==> config.mk <==
export PLATFORM = sky130hd
export DESIGN_NAME = sprite_rom_arbiter
export DESIGN_NICKNAME = d
export VERILOG_FILES = /design/src/rtl/sprite_rom_arbiter.sv
export SDC_FILE = /design/constraint.sdc
export NUM_CORES = 1
export LEC_CHECK = 0
export ABC_AREA = 1
export CORE_MARGIN = 2
export CORE_UTILIZATION = 25
export CTS_BUF_LIST = sky130_fd_sc_hd__clkbuf_4
export CTS_CLUSTER_SIZE = 14
export DETAILED_ROUTE_END_ITERATION = 8
export GPL_TIMING_DRIVEN = 1
export HOLD_SLACK_MARGIN = 0.05
export SYNTH_ARGS = -nofsm -noshare
export SYNTH_HDL_FRONTEND = slang
export SYNTH_SLANG_ARGS = --single-unit
==> constraint.sdc <==
create_clock -name Clk -period 2.13 [get_ports Clk]
set_clock_uncertainty 0.2 [all_clocks]
set_input_delay 0.426 -clock Clk [delete_from_list [all_inputs] [get_ports Clk]]
set_output_delay 0.426 -clock Clk [all_outputs]
set_load 0.1 [all_outputs]
==> src/rtl/sprite_rom_arbiter.sv <==
// sprite_rom_arbiter: round-robin sharing of one sprite ROM read port
// among NUM_REQ burst requesters, with id/last-tagged pixel return.
module sprite_rom_arbiter #(
    parameter int NUM_REQ = 4,
    parameter int ADDR_W  = 20,
    parameter int DATA_W  = 24,
    parameter int LEN_W   = 10,
    parameter int ROM_LAT = 2,
    parameter int ID_W    = $clog2(NUM_REQ)
) (
    input  logic                      Clk,
    input  logic                      Reset,
    input  logic [NUM_REQ-1:0]        req,
    input  logic [NUM_REQ*ADDR_W-1:0] req_addr,
    input  logic [NUM_REQ*LEN_W-1:0]  req_len,
    output logic [NUM_REQ-1:0]        gnt,
    output logic                      busy,
    output logic                      rom_rd,
    output logic [ADDR_W-1:0]         rom_addr,
    input  logic [DATA_W-1:0]         rom_data,
    output logic                      rd_valid,
    output logic [ID_W-1:0]           rd_id,
    output logic                      rd_last,
    output logic [DATA_W-1:0]         rd_data
);
    localparam logic IDLE  = 1'b0;
    localparam logic BURST = 1'b1;
    localparam int   TW    = ID_W + 2;
    localparam int   SRW   = ROM_LAT * TW;

    logic              state;
    logic [ID_W-1:0]   ptr;
    logic [ID_W-1:0]   cur_id;
    logic [ID_W-1:0]   win_id;
    logic [ID_W-1:0]   idx;
    logic              win_vld;
    logic [ADDR_W-1:0] cur_addr;
    logic [LEN_W-1:0]  remain;
    logic [ADDR_W-1:0] addr_a [NUM_REQ];
    logic [LEN_W-1:0]  len_a  [NUM_REQ];
    logic [SRW-1:0]    sr;
    logic [TW-1:0]     tag_in;
    logic [TW-1:0]     tag_out;

    always_comb begin
        for (int i = 0; i < NUM_REQ; i++) begin
            addr_a[i] = req_addr[i*ADDR_W +: ADDR_W];
            len_a[i]  = req_len[i*LEN_W +: LEN_W];
        end
    end

    // First set request scanning cyclically upward from ptr.
    always_comb begin
        win_vld = 1'b0;
        win_id  = '0;
        idx     = '0;
        for (int k = 0; k < NUM_REQ; k++) begin
            idx = ID_W'((int'(ptr) + k) % NUM_REQ);
            if (!win_vld && req[idx]) begin
                win_vld = 1'b1;
                win_id  = idx;
            end
        end
    end

    always_ff @(posedge Clk) begin
        if (Reset) begin
            state    <= IDLE;
            ptr      <= '0;
            cur_id   <= '0;
            cur_addr <= '0;
            remain   <= '0;
            gnt      <= '0;
        end else begin
            gnt <= '0;
            case (state)
                IDLE: begin
                    if (gnt == '0 && win_vld) begin
                        gnt      <= NUM_REQ'(1) << win_id;
                        cur_addr <= addr_a[win_id];
                        remain   <= len_a[win_id];
                        cur_id   <= win_id;
                        ptr      <= (win_id == ID_W'(NUM_REQ - 1))
                                    ? '0 : win_id + ID_W'(1);
                        if (len_a[win_id] != '0)
                            state <= BURST;
                    end
                end
                BURST: begin
                    cur_addr <= cur_addr + ADDR_W'(1);
                    remain   <= remain - LEN_W'(1);
                    if (remain == LEN_W'(1))
                        state <= IDLE;
                end
                default: state <= IDLE;
            endcase
        end
    end

    assign busy     = (state == BURST);
    assign rom_rd   = busy;
    assign rom_addr = cur_addr;

    // Tags travel alongside the ROM pipeline so they line up with rom_data.
    assign tag_in = {rom_rd, rom_rd && (remain == LEN_W'(1)), cur_id};

    always_ff @(posedge Clk) begin
        if (Reset)
            sr <= '0;
        else
            sr <= (sr << TW) | SRW'(tag_in);
    end

    assign tag_out  = sr[SRW-1 -: TW];
    assign rd_valid = tag_out[TW-1];
    assign rd_last  = tag_out[TW-2];
    assign rd_id    = tag_out[ID_W-1:0];
    assign rd_data  = rom_data;

endmodule

==> metrics.md <==
| Metric | Value |
|---|---|
| Outcome | finished with violations |
| Failing checks | setup timing |
| Mapped Area | a little under 0.004 mm² |
| Total Wirelength | roughly 14,000 µm |
| Htree depth | 2 |
| DP Area | 0.00614 mm² |
| Slew @ Worst Pin | about 0.47 ns |
| Starting density of the core | around a quarter |
| Tot GR Track Use | ~17% |
| Filler cells | 1,528 |
| Layout Nets | around 980 |
| Endpoints failing hold | 0 |
| Sink Count | 47 |
| RSZ-0062 raised after global routing | yes |
| Number of routed nets with antenna violations | 0 |
| Antenna diodes | 0 |
| Syn Area/Cell | roughly 6.1 µm² |
| Synth Instances | 635 |
| Final GP Congestion | approximately 0.87 |
| Leak | ~3.0 nW |
| Cells after DPL | 985 |
| Clk slew on worst S/H paths | 0.14 ns |
| Syn nets | 789 |
| Max-cap viol count | 0 |
| Clock Latency Late Sink | 0.38 ns |
| Die area | ~0.017 mm² |
| Post-route cell area | ~0.0069 mm² |
| Min Tclk post-route | approximately 2.3 ns |
| Worst r2r path cells | 17 |
| Seq/Total Area, Yosys | roughly 24% |
| Pwr per Cell Area | around 2000 mW/mm² |
| Vias | approximately 4,800 |
| Iteration-0 DRC Markers | between 300 and 400 |
| Chip Height | 129 µm |
| Initial antenna violation count | 0 |
| Clock buffer count from CTS | 5 |
| R2R setup slack | -0.21 ns |
| Most common cell after layout, fill and taps aside | nand2_1 |
| Total core area | 0.0152 mm² |
| # setup viols final | 38 |
| Worst setup EP type | flip-flop |
| Max-slew violation count | 0 |
| TNS Setup | -4.85 ns |
| Root buf cell | clkbuf_4 |
| Vias in the first global route | between 4,000 and 5,000 |
| Startpoint types | flip-flop |
| Final setup margin | -0.210 ns |
| Largest net degree at the start of global routing | 18 |
| Clock Path Buffers | 2 |
| Worst setup path class | flip-flop to flip-flop |
| DR WL/cell | around 14 µm |
| Period utilization | 110% |
| DP Worst Slack | -0.655 ns |
| Die Width | 129 µm |
| Util after Layout | a little under half |
| CP Max Fanout | 8 |
| I/O pins | roughly 200 |
| Hold buffer count at CTS | 0 |
| Most frequent cells in the layout | nand2_1 (134), clkdlybuf4s50_1 (121), buf_4 (69), inv_1 (52), nor2_1 (50) |
| Hpwl dp | approximately 11,000 µm |
| Yosys reg bits | 47 |
| Min-delay worst type | flip-flop to flip-flop |
| Drc violations | 0 |
| Iteration count of the initial detailed-routing pass | 5 |
| Row cnt | 45 |
| Worst endpoint data arrival time | about 2.5 ns |
| Worst vdd ir | ~700 µV |
| Via-to-Cell Ratio | between 4 and 5 |
| Cell variety after synth | 37 |
| Number of port buffers | between 150 and 200 |
| Worst EP required | between 2 and 2.5 ns |
| Layout Cells excl Fill | 1,014 |
| Ys Warns | 0 |
| Max_slew headroom | 68.5% |
| Proportion of layout cells with a drive suffix above 1 | a little under a third |
| Hold Path Depth | 2 |
| GRT Residual Overflow | 0 |
| First-pass GRT wire length | ~22,000 µm |
| TritonCTS clock tree | yes |
| Max Freq | around 430 MHz |
| P&R area growth vs syn | 77.3% |
## state kept, by name, summed over array words and instances, names as in the netlist
register and flops:
rom_addr 20, busy 1, sr 8, ptr 2, remain 10, gnt 4
cur_id 2
## layout make-up
| type | count | area [µm²] | share of cell area (%) |
|---|---|---|---|
| Sequential cell | 47 | 993 | 14.4 |
| Clock inverter | 2 | 17.5 | 0.255 |
| Inverter | 64 | 258 | 3.75 |
| Timing Repair Buffer | 243 | 2690 | 39.0 |
| Multi-Input combinational cell | 464 | 2650 | 38.5 |
| Tap cell | 188 | 235 | 3.42 |
| Clock buffer | 6 | 45.0 | 0.655 |
## power by group
part / switching, mW / internal [mW]
sequential: 0.398 / 1.25
clock: 0.312 / 0.147
combinational: 6.31 / 5.00
## critical path: stages, from the launching register on
cell	delay [ns]
dfxtp_4	0.40
buf_8	0.14
nand2_2	0.05
nand2_2	0.06
nand2_2	0.07
nand2_2	0.06
nor2_4	0.19
nand3_2	0.09
nand3_2	0.09
nand2_4	0.12
inv_6	0.12
buf_12	0.15
o21ai_2	0.06
o21ai_1	0.16
nand2_1	0.14
o21ai_1	0.10
nand2_1	0.06
nand2_1	0.05
## through the flow
stage,power [mW],hold slack [ns]
floorplan,7.53,0.188
global placement,10.8,0.192
detailed placement,10.8,0.195
CTS,12.2,0.214
global route,14.4,0.231
finish,13.4,0.212
## cells by family (layout without fill, tap and decap cells)
group | after synthesis | after routing | synth area share, %
flops | 47 | 47 | 24.3
compound gates | 121 | 121 | 17.1
fa+ha+maj | 4 | 4 | 1.29
simple gates | 327 | 328 | 37.8
buf+inv | 125 | 315 | 17.1
xor+xnor | 11 | 11 | 2.48
## metal layers
metal,routed length (µm),track usage (%),vias to the layer above
li1,-,-,2452
met5,0,0,-
met4,232,4.09,0
met1,6910,24.3,2131
met2,6530,25.8,164
met3,762,2.16,17
## final timing paths
| path | startpoint | to |
|---|---|---|
| min reg2reg | sr[3]$_SDFF_PP0_ | sr[7]$_SDFF_PP0_ |
| max | ptr[0]$_SDFFE_PP0P_ | rom_addr[14]$_SDFFE_PP0P_ |
| min | sr[3]$_SDFF_PP0_ | sr[7]$_SDFF_PP0_ |
| max reg2reg | ptr[0]$_SDFFE_PP0P_ | rom_addr[14]$_SDFFE_PP0P_ |
## what timing repair did
| item | CTS | global route |
|---|---|---|
| gates resized for setup | 54 | 75 |
| pin swaps | 14 | 40 |
| buffers inserted | 5 | 10 |
| cloned | 3 | 4 |
| setup endpoints to repair | 39 | 39 |
## Yosys cell counts (all sizes together)
| master | number | share of area, % |
|---|---|---|
| ha | 4 | 1.3 |
| o22ai | 5 | 0.81 |
| nand4 | 18 | 2.9 |
| buf | 53 | 10 |
| nor3 | 14 | 1.9 |
| a21oi | 33 | 4.3 |
| clkbuf | 8 | 0.77 |
| o21bai | 3 | 0.58 |
| nand2 | 173 | 17 |
| or2 | 3 | 0.48 |
| o2111ai | 1 | 0.23 |
| o211ai | 10 | 1.9 |
| dfxtp | 47 | 24 |
| o21ai | 62 | 8.0 |
| xnor2 | 4 | 0.90 |
| a31oi | 5 | 0.81 |
| a22o | 2 | 0.45 |
| nor4 | 2 | 0.48 |
| inv | 64 | 6.3 |
| nand3 | 62 | 9.0 |
| xor2 | 7 | 1.6 |
| nor2 | 55 | 5.8 |
Note: power is estimated with default switching activity, not from simulation.
